`src/rtl/othello_pkg.sv`:
```
// Shared Othello board constants: cell encodings, board geometry and the
// direction steps used by the move-validation path.
package othello_pkg;

  localparam int unsigned ADDR_W      = 7;
  localparam int unsigned BOARD_CELLS = 100;
  localparam int unsigned ROW_STRIDE  = 10;

  localparam int STEP_U = -int'(ROW_STRIDE);
  localparam int STEP_D = int'(ROW_STRIDE);
  localparam int STEP_L = -1;
  localparam int STEP_R = 1;

  typedef enum logic [1:0] {
    CELL_EMPTY = 2'b00,
    CELL_BLACK = 2'b01,
    CELL_WHITE = 2'b10,
    CELL_WALL  = 2'b11
  } cell_e;

endpackage

```
`src/rtl/dir_validator.sv`:
```
// Walks the board RAM from an origin along one signed step and reports whether
// the direction brackets a run of opponent discs with a disc of the mover's colour.
module dir_validator
  import othello_pkg::*;
#(
  parameter int unsigned ADDR_W  = othello_pkg::ADDR_W,
  parameter int unsigned STEP_W  = 5,
  parameter int unsigned MAX_RUN = 8
) (
  input  logic              clock,
  input  logic              reset,
  input  logic              ld,
  input  logic              enable,
  input  logic [STEP_W-1:0] step_in,
  input  logic [ADDR_W-1:0] origin_in,
  input  logic              player_in,
  input  logic [1:0]        mem_data_i,
  output logic [ADDR_W-1:0] mem_addr_o,
  output logic              mem_rd_o,
  output logic              s_done_o,
  output logic              dir_status_o,
  output logic [3:0]        count_o
);

  localparam int unsigned NXT_W = ADDR_W + 2;
  localparam int unsigned CNT_W = 4;

  typedef enum logic [2:0] {
    S_IDLE,
    S_STEP,
    S_READ,
    S_CHECK,
    S_DONE
  } state_e;

  state_e             state_q, state_d;
  logic [STEP_W-1:0]  step_q, step_d;
  logic [ADDR_W-1:0]  origin_q, origin_d;
  logic               player_q, player_d;
  logic [ADDR_W-1:0]  cur_q, cur_d;
  logic [CNT_W-1:0]   cnt_q, cnt_d;
  logic [CNT_W-1:0]   count_q, count_d;
  logic               status_q, status_d;
  logic               done_q, done_d;
  logic               rd_q, rd_d;
  logic [ADDR_W-1:0]  addr_q, addr_d;

  logic [NXT_W-1:0]   nxt;
  logic               in_range;
  logic [CNT_W-1:0]   new_cnt;
  logic [1:0]         own_cell;
  logic [1:0]         opp_cell;

  // Next address at two extra bits so both underflow and overflow are visible.
  assign nxt      = {2'b00, cur_q} + {{(NXT_W-STEP_W){step_q[STEP_W-1]}}, step_q};
  assign in_range = !nxt[NXT_W-1] && (nxt <= NXT_W'(BOARD_CELLS - 1));
  assign new_cnt  = cnt_q + CNT_W'(1);
  assign own_cell = player_q ? CELL_WHITE : CELL_BLACK;
  assign opp_cell = player_q ? CELL_BLACK : CELL_WHITE;

  always_comb begin
    state_d  = state_q;
    step_d   = step_q;
    origin_d = origin_q;
    player_d = player_q;
    cur_d    = cur_q;
    cnt_d    = cnt_q;
    count_d  = count_q;
    status_d = status_q;
    done_d   = 1'b0;
    rd_d     = 1'b0;
    addr_d   = addr_q;

    // Operands are only reloadable while no scan is in flight.
    if (ld && (state_q == S_IDLE || state_q == S_DONE)) begin
      step_d   = step_in;
      origin_d = origin_in;
      player_d = player_in;
    end

    case (state_q)
      S_IDLE: begin
        if (enable) begin
          state_d  = S_STEP;
          cnt_d    = '0;
          count_d  = '0;
          status_d = 1'b0;
          cur_d    = ld ? origin_in : origin_q;
        end
      end
      S_STEP: begin
        if (!in_range) begin
          state_d  = S_DONE;
          done_d   = 1'b1;
          status_d = 1'b0;
          count_d  = cnt_q;
        end else begin
          state_d = S_READ;
          cur_d   = nxt[ADDR_W-1:0];
          addr_d  = nxt[ADDR_W-1:0];
          rd_d    = 1'b1;
        end
      end
      S_READ: begin
        state_d = S_CHECK;
      end
      S_CHECK: begin
        if (mem_data_i == opp_cell) begin
          cnt_d = new_cnt;
          if (new_cnt > CNT_W'(MAX_RUN)) begin
            state_d  = S_DONE;
            done_d   = 1'b1;
            status_d = 1'b0;
            count_d  = new_cnt;
          end else begin
            state_d = S_STEP;
          end
        end else begin
          state_d  = S_DONE;
          done_d   = 1'b1;
          status_d = (mem_data_i == own_cell) && (cnt_q != '0);
          count_d  = cnt_q;
        end
      end
      S_DONE: begin
        state_d = S_IDLE;
      end
      default: begin
        state_d = S_IDLE;
      end
    endcase
  end

  always_ff @(posedge clock) begin
    if (!reset) begin
      state_q  <= S_IDLE;
      step_q   <= '0;
      origin_q <= '0;
      player_q <= 1'b0;
      cur_q    <= '0;
      cnt_q    <= '0;
      count_q  <= '0;
      status_q <= 1'b0;
      done_q   <= 1'b0;
      rd_q     <= 1'b0;
      addr_q   <= '0;
    end else begin
      state_q  <= state_d;
      step_q   <= step_d;
      origin_q <= origin_d;
      player_q <= player_d;
      cur_q    <= cur_d;
      cnt_q    <= cnt_d;
      count_q  <= count_d;
      status_q <= status_d;
      done_q   <= done_d;
      rd_q     <= rd_d;
      addr_q   <= addr_d;
    end
  end

  assign mem_addr_o   = addr_q;
  assign mem_rd_o     = rd_q;
  assign s_done_o     = done_q;
  assign dir_status_o = status_q;
  assign count_o      = count_q;

endmodule

```
`config.mk`:
```
export PLATFORM = sky130hd
export DESIGN_NAME = dir_validator
export DESIGN_NICKNAME = d
export VERILOG_FILES = /design/src/rtl/othello_pkg.sv /design/src/rtl/dir_validator.sv
export SDC_FILE = /design/constraint.sdc
export NUM_CORES = 1
export LEC_CHECK = 0
export ABC_AREA = 1
export CELL_PAD_IN_SITES_DETAIL_PLACEMENT = 0
export CELL_PAD_IN_SITES_GLOBAL_PLACEMENT = 2
export CORE_ASPECT_RATIO = 1.4
export CORE_UTILIZATION = 32
export CTS_BUF_LIST = sky130_fd_sc_hd__clkbuf_8
export DETAILED_ROUTE_END_ITERATION = 8
export GPL_ROUTABILITY_DRIVEN = 0
export PLACE_DENSITY = 0.81
export SLEW_MARGIN = 10
export SYNTH_ARGS = -nofsm -noshare
export SYNTH_HDL_FRONTEND = slang
export SYNTH_SLANG_ARGS = --single-unit
```
`constraint.sdc`:
```
create_clock -name clock -period 2.3 [get_ports clock]
set_input_delay 0.23 -clock clock [delete_from_list [all_inputs] [get_ports clock]]
set_output_delay 0.23 -clock clock [all_outputs]
set_load 0.03 [all_outputs]
```
==> reports/metrics.csv <==
stage;metric;value;unit
flow_run;max_cap viols;0;
detailed_routing;DRT iter0 DRCs;60;
power;Clock power frac;0.136;
power;Gate power share;0.585;
power;Net Sw Frac;0.468;
synth;cell taking the most area after synthesis;dfxtp_1;
placement;Post-Place Setup Slack;0.181;ns
synth;Net Count, Synth;378;
clocking;CTS buffer count;5;
clocking;CTS tree;done;
die;chip height;105;µm
clocking;Hold-fix buffers, CTS;0;
sta;Tcrit/Tclk final;0.914;
synth;synthesized area per cell;6.95;µm²
cells_and_area;Multi-input gate area;0.00138;mm²
sta;fmax;475;MHz
setup_path;CP Data Arrival Time;2.29;ns
synth;Synth top area share;0.340;
setup_path;crit path launch;step_q[0];
setup_path;Crit path depth;13;
sta;setup_tns;0;ns
global_route;largest net degree at the start of global routing;25;
synth;number of synthesized flops with an enable pin;0;
setup_path;Startpoint Class;flop;
die;core box area;0.00731;mm²
hold_path;hold path start;origin_q[4];
global_route;initial antenna violation count;0;
setup_path;Max FO, Critical Path;20;
setup_path;Largest delay share family, worst path;simple AND/OR/NAND/NOR gates;
detailed_routing;via count;2254;
synth;largest cells by area after synthesis;dfxtp_1, nand2_1, nor2_1, a21oi_1, inv_1;
status;outcome;completed;
cells_and_area;share of layout cells above drive strength 1;0.109;
sta;final worst setup slack;0.197;ns
placement;number of buffers added on ports;32;
global_route;vias in the first global route;2296;
setup_path;Buf/Inv on CP;1;
clocking;Clock Latency Late Sink;0.29;ns
global_route;GR Overflow Total;0;
synth;Synth Instances;348;
sta;Slew headroom;0.631;
synth;cell area after synthesis;0.00242;mm²
sta;final hold violations;0;
setup_path;Worst Reg2Reg Path Length in Cells;13;
sta;worst-margin pin slew;0.550;ns
cells_and_area;FF+latch area;821;µm²
clocking;clock sink count;41;
cells_and_area;ANT cells;0;
cells_and_area;Final Instance Area;0.00297;mm²
sta;hold_ws;0.469;ns
power;Tot Pwr;3.80;mW
detailed_routing;ANT nets after route;0;
setup_path;CP endpoint kind;flop;
power;P_sw;1.78;mW
power;power density over the cells;1280;mW/mm²
synth;Cell variety after synth;36;
power;Internal Pwr Total;2.02;mW
clocking;Clock Path Buffers;2;
placement;placed instance area;0.00286;mm²
cells_and_area;Layout area overhead;23.0;%
power;Worst IR Drop VDD;0.000517;V
die;Ports;33;
detailed_routing;Avg Vias per Cell;4.68;
detailed_routing;Remaining DRCs;0;
cells_and_area;non-filler instance count after layout;482;
cells_and_area;fin util;0.406;
synth;Seq/Total Area, Yosys;0.340;
clocking;clk root buf;clkbuf_8;
power;sequential share of power;0.279;
sta;Final Max Tran Viols;0;
global_route;first-pass GRT wire length;10.9;mm
die;die area;0.00791;mm²
synth;ys flop type;dfxtp_1;
cells_and_area;fillers;860;
setup_path;Largest stage delay, worst path;0.40;ns
setup_path;CP required;2.48;ns
synth;Ys Warns;0;
sta;RSZ-0062 raised after global routing;no;
placement;hpwl dp;5.00;mm
detailed_routing;total wire length;6.38;mm
power;leakage power;1.32;nW
die;row count;37;
detailed_routing;DR pass1 iterations;6;
setup_path;worst path cell trace;ha_1, fa_1, nand2_1, nand2_1, nand3_1, nand3_1, nand2_2, nand3_4, nand3_4, buf_12, nand3_1, nand2_1, nor2_1;
sta;Layout Skew;0.00619;ns
setup_path;WS Path Type;reg2reg;
hold_path;Hold/Removal Path Class;reg2reg;
synth;Yosys reg bits;41;
synth;asr flop ratio synth;0;
die;Die W;75.5;µm
hold_path;Hold Path Stages;2;
sta;Final setup viols;0;
setup_path;worst reg2reg startpoint;step_q[0];
cells_and_area;Final nets;414;
placement;dpl cells;474;
detailed_routing;average wire per standard cell;13.2;µm
clocking;clk slew on worst S/H paths;0.08;ns
clocking;H-tree Lvls;2;
setup_path;slowest CP cell;fa_1;
die;Initial Util;0.330;
sta;minimum clock period;2.10;ns
global_route;Total GRT Usage;0.182;
Yosys cell counts (6+ instances only):
| cell | count |
|---|---|
| a21oi_1 | 28 |
| clkbuf_1 | 6 |
| dfxtp_1 | 41 |
| ha_1 | 10 |
| inv_1 | 34 |
| nand2_1 | 83 |
| nand2_2 | 6 |
| nand3_1 | 24 |
| nand3b_1 | 7 |
| nor2_1 | 45 |
| o21ai_0 | 13 |
what timing repair did:
| item | 4_1_cts | 5_1_grt |
|---|---|---|
| gates resized for setup | 0 | 2 |
| endpoints found under the setup margin | 0 | 2 |
| buffers inserted | 0 | 0 |
cells in the final DEF, fill, tap and decap left out, types with 2 or more instances in the layout:
cell type        netlist  routed
nand2_1               83      83
nor2_1                45      45
dfxtp_1               41      41
inv_1                 34      34
clkdlybuf4s50_1        0      32
a21oi_1               28      28
nand3_1               24      24
o21ai_0               13      13
ha_1                  10      10
nand3b_1               7       7
clkbuf_8               0       7
buf_4                  1       6
nand2_2                6       5
a31oi_1                5       5
nand4_1                5       5
nor2_2                 5       5
inv_2                  4       4
xnor2_1                3       3
clkinv_1               2       2
a211oi_1               2       2
nand3_4                2       2
nand2_4                1       2
o211ai_1               2       2
o21ai_1                2       2
xor2_1                 2       2
a211oi_2               2       2
cell families after synthesis:
group,count (synthesis),share of synthesized area
compound gates,57,0.138
xor+xnor,5,0.0181
fa+ha+maj,11,0.0600
buf+inv,51,0.0906
flops,41,0.340
simple gates,183,0.354
power by group through the flow:
stage	combinational, mW	clock [mW]	sequential (mW)
after floorplan	1.51	0	1.18
after global placement	2.23	0	1.08
after detailed placement	2.23	0	1.08
after CTS	2.24	0.545	1.07
after global routing	2.53	0.568	1.09
final	2.22	0.516	1.06
worst paths after layout:
| check | slack (ns) | endpoint |
|---|---|---|
| max | 0.20 | count_o[2] |
| min | 0.47 | origin_q[4] |
| max reg2reg | 0.20 | count_o[2] |
| min reg2reg | 0.47 | origin_q[4] |
layout make-up:
| class | instances | share of cell area |
|---|---|---|
| multi-input combinational | 256 | 0.465 |
| clock buffer | 7 | 0.0324 |
| inverter | 40 | 0.0505 |
| timing repair buffer | 40 | 0.133 |
| tap | 97 | 0.0408 |
| clock inverter | 1 | 0.00168 |
| sequential | 41 | 0.276 |
per-layer routing:
layer  up-vias  global-route usage  wire [µm]
met4         0              0.0463         53
met5         -                   0          0
li1       1198                   -          -
met2        21               0.348       3590
met3         5              0.0260        102
met1      1030               0.200       2640
state kept, by name, indices dropped and copies added, names as in the netlist:
register and cells:
count_o 4, mem_addr_o 7, cur_q 7, dir_status_o 1
cnt_q 4, player_q 1, s_done_o 1, origin_q 7
step_q 5, state_q 3, mem_rd_o 1
worst reg2reg max path: cells and delay by family, from the launching register on:
| family | cells | cell delay (ns) |
|---|---|---|
| DFF | 1 | 0.32 |
| adders and majority gates | 2 | 0.62 |
| buffers and inverters | 1 | 0.16 |
| and+or+nand+nor | 10 | 0.91 |
Power figures use the tool's default switching activity.
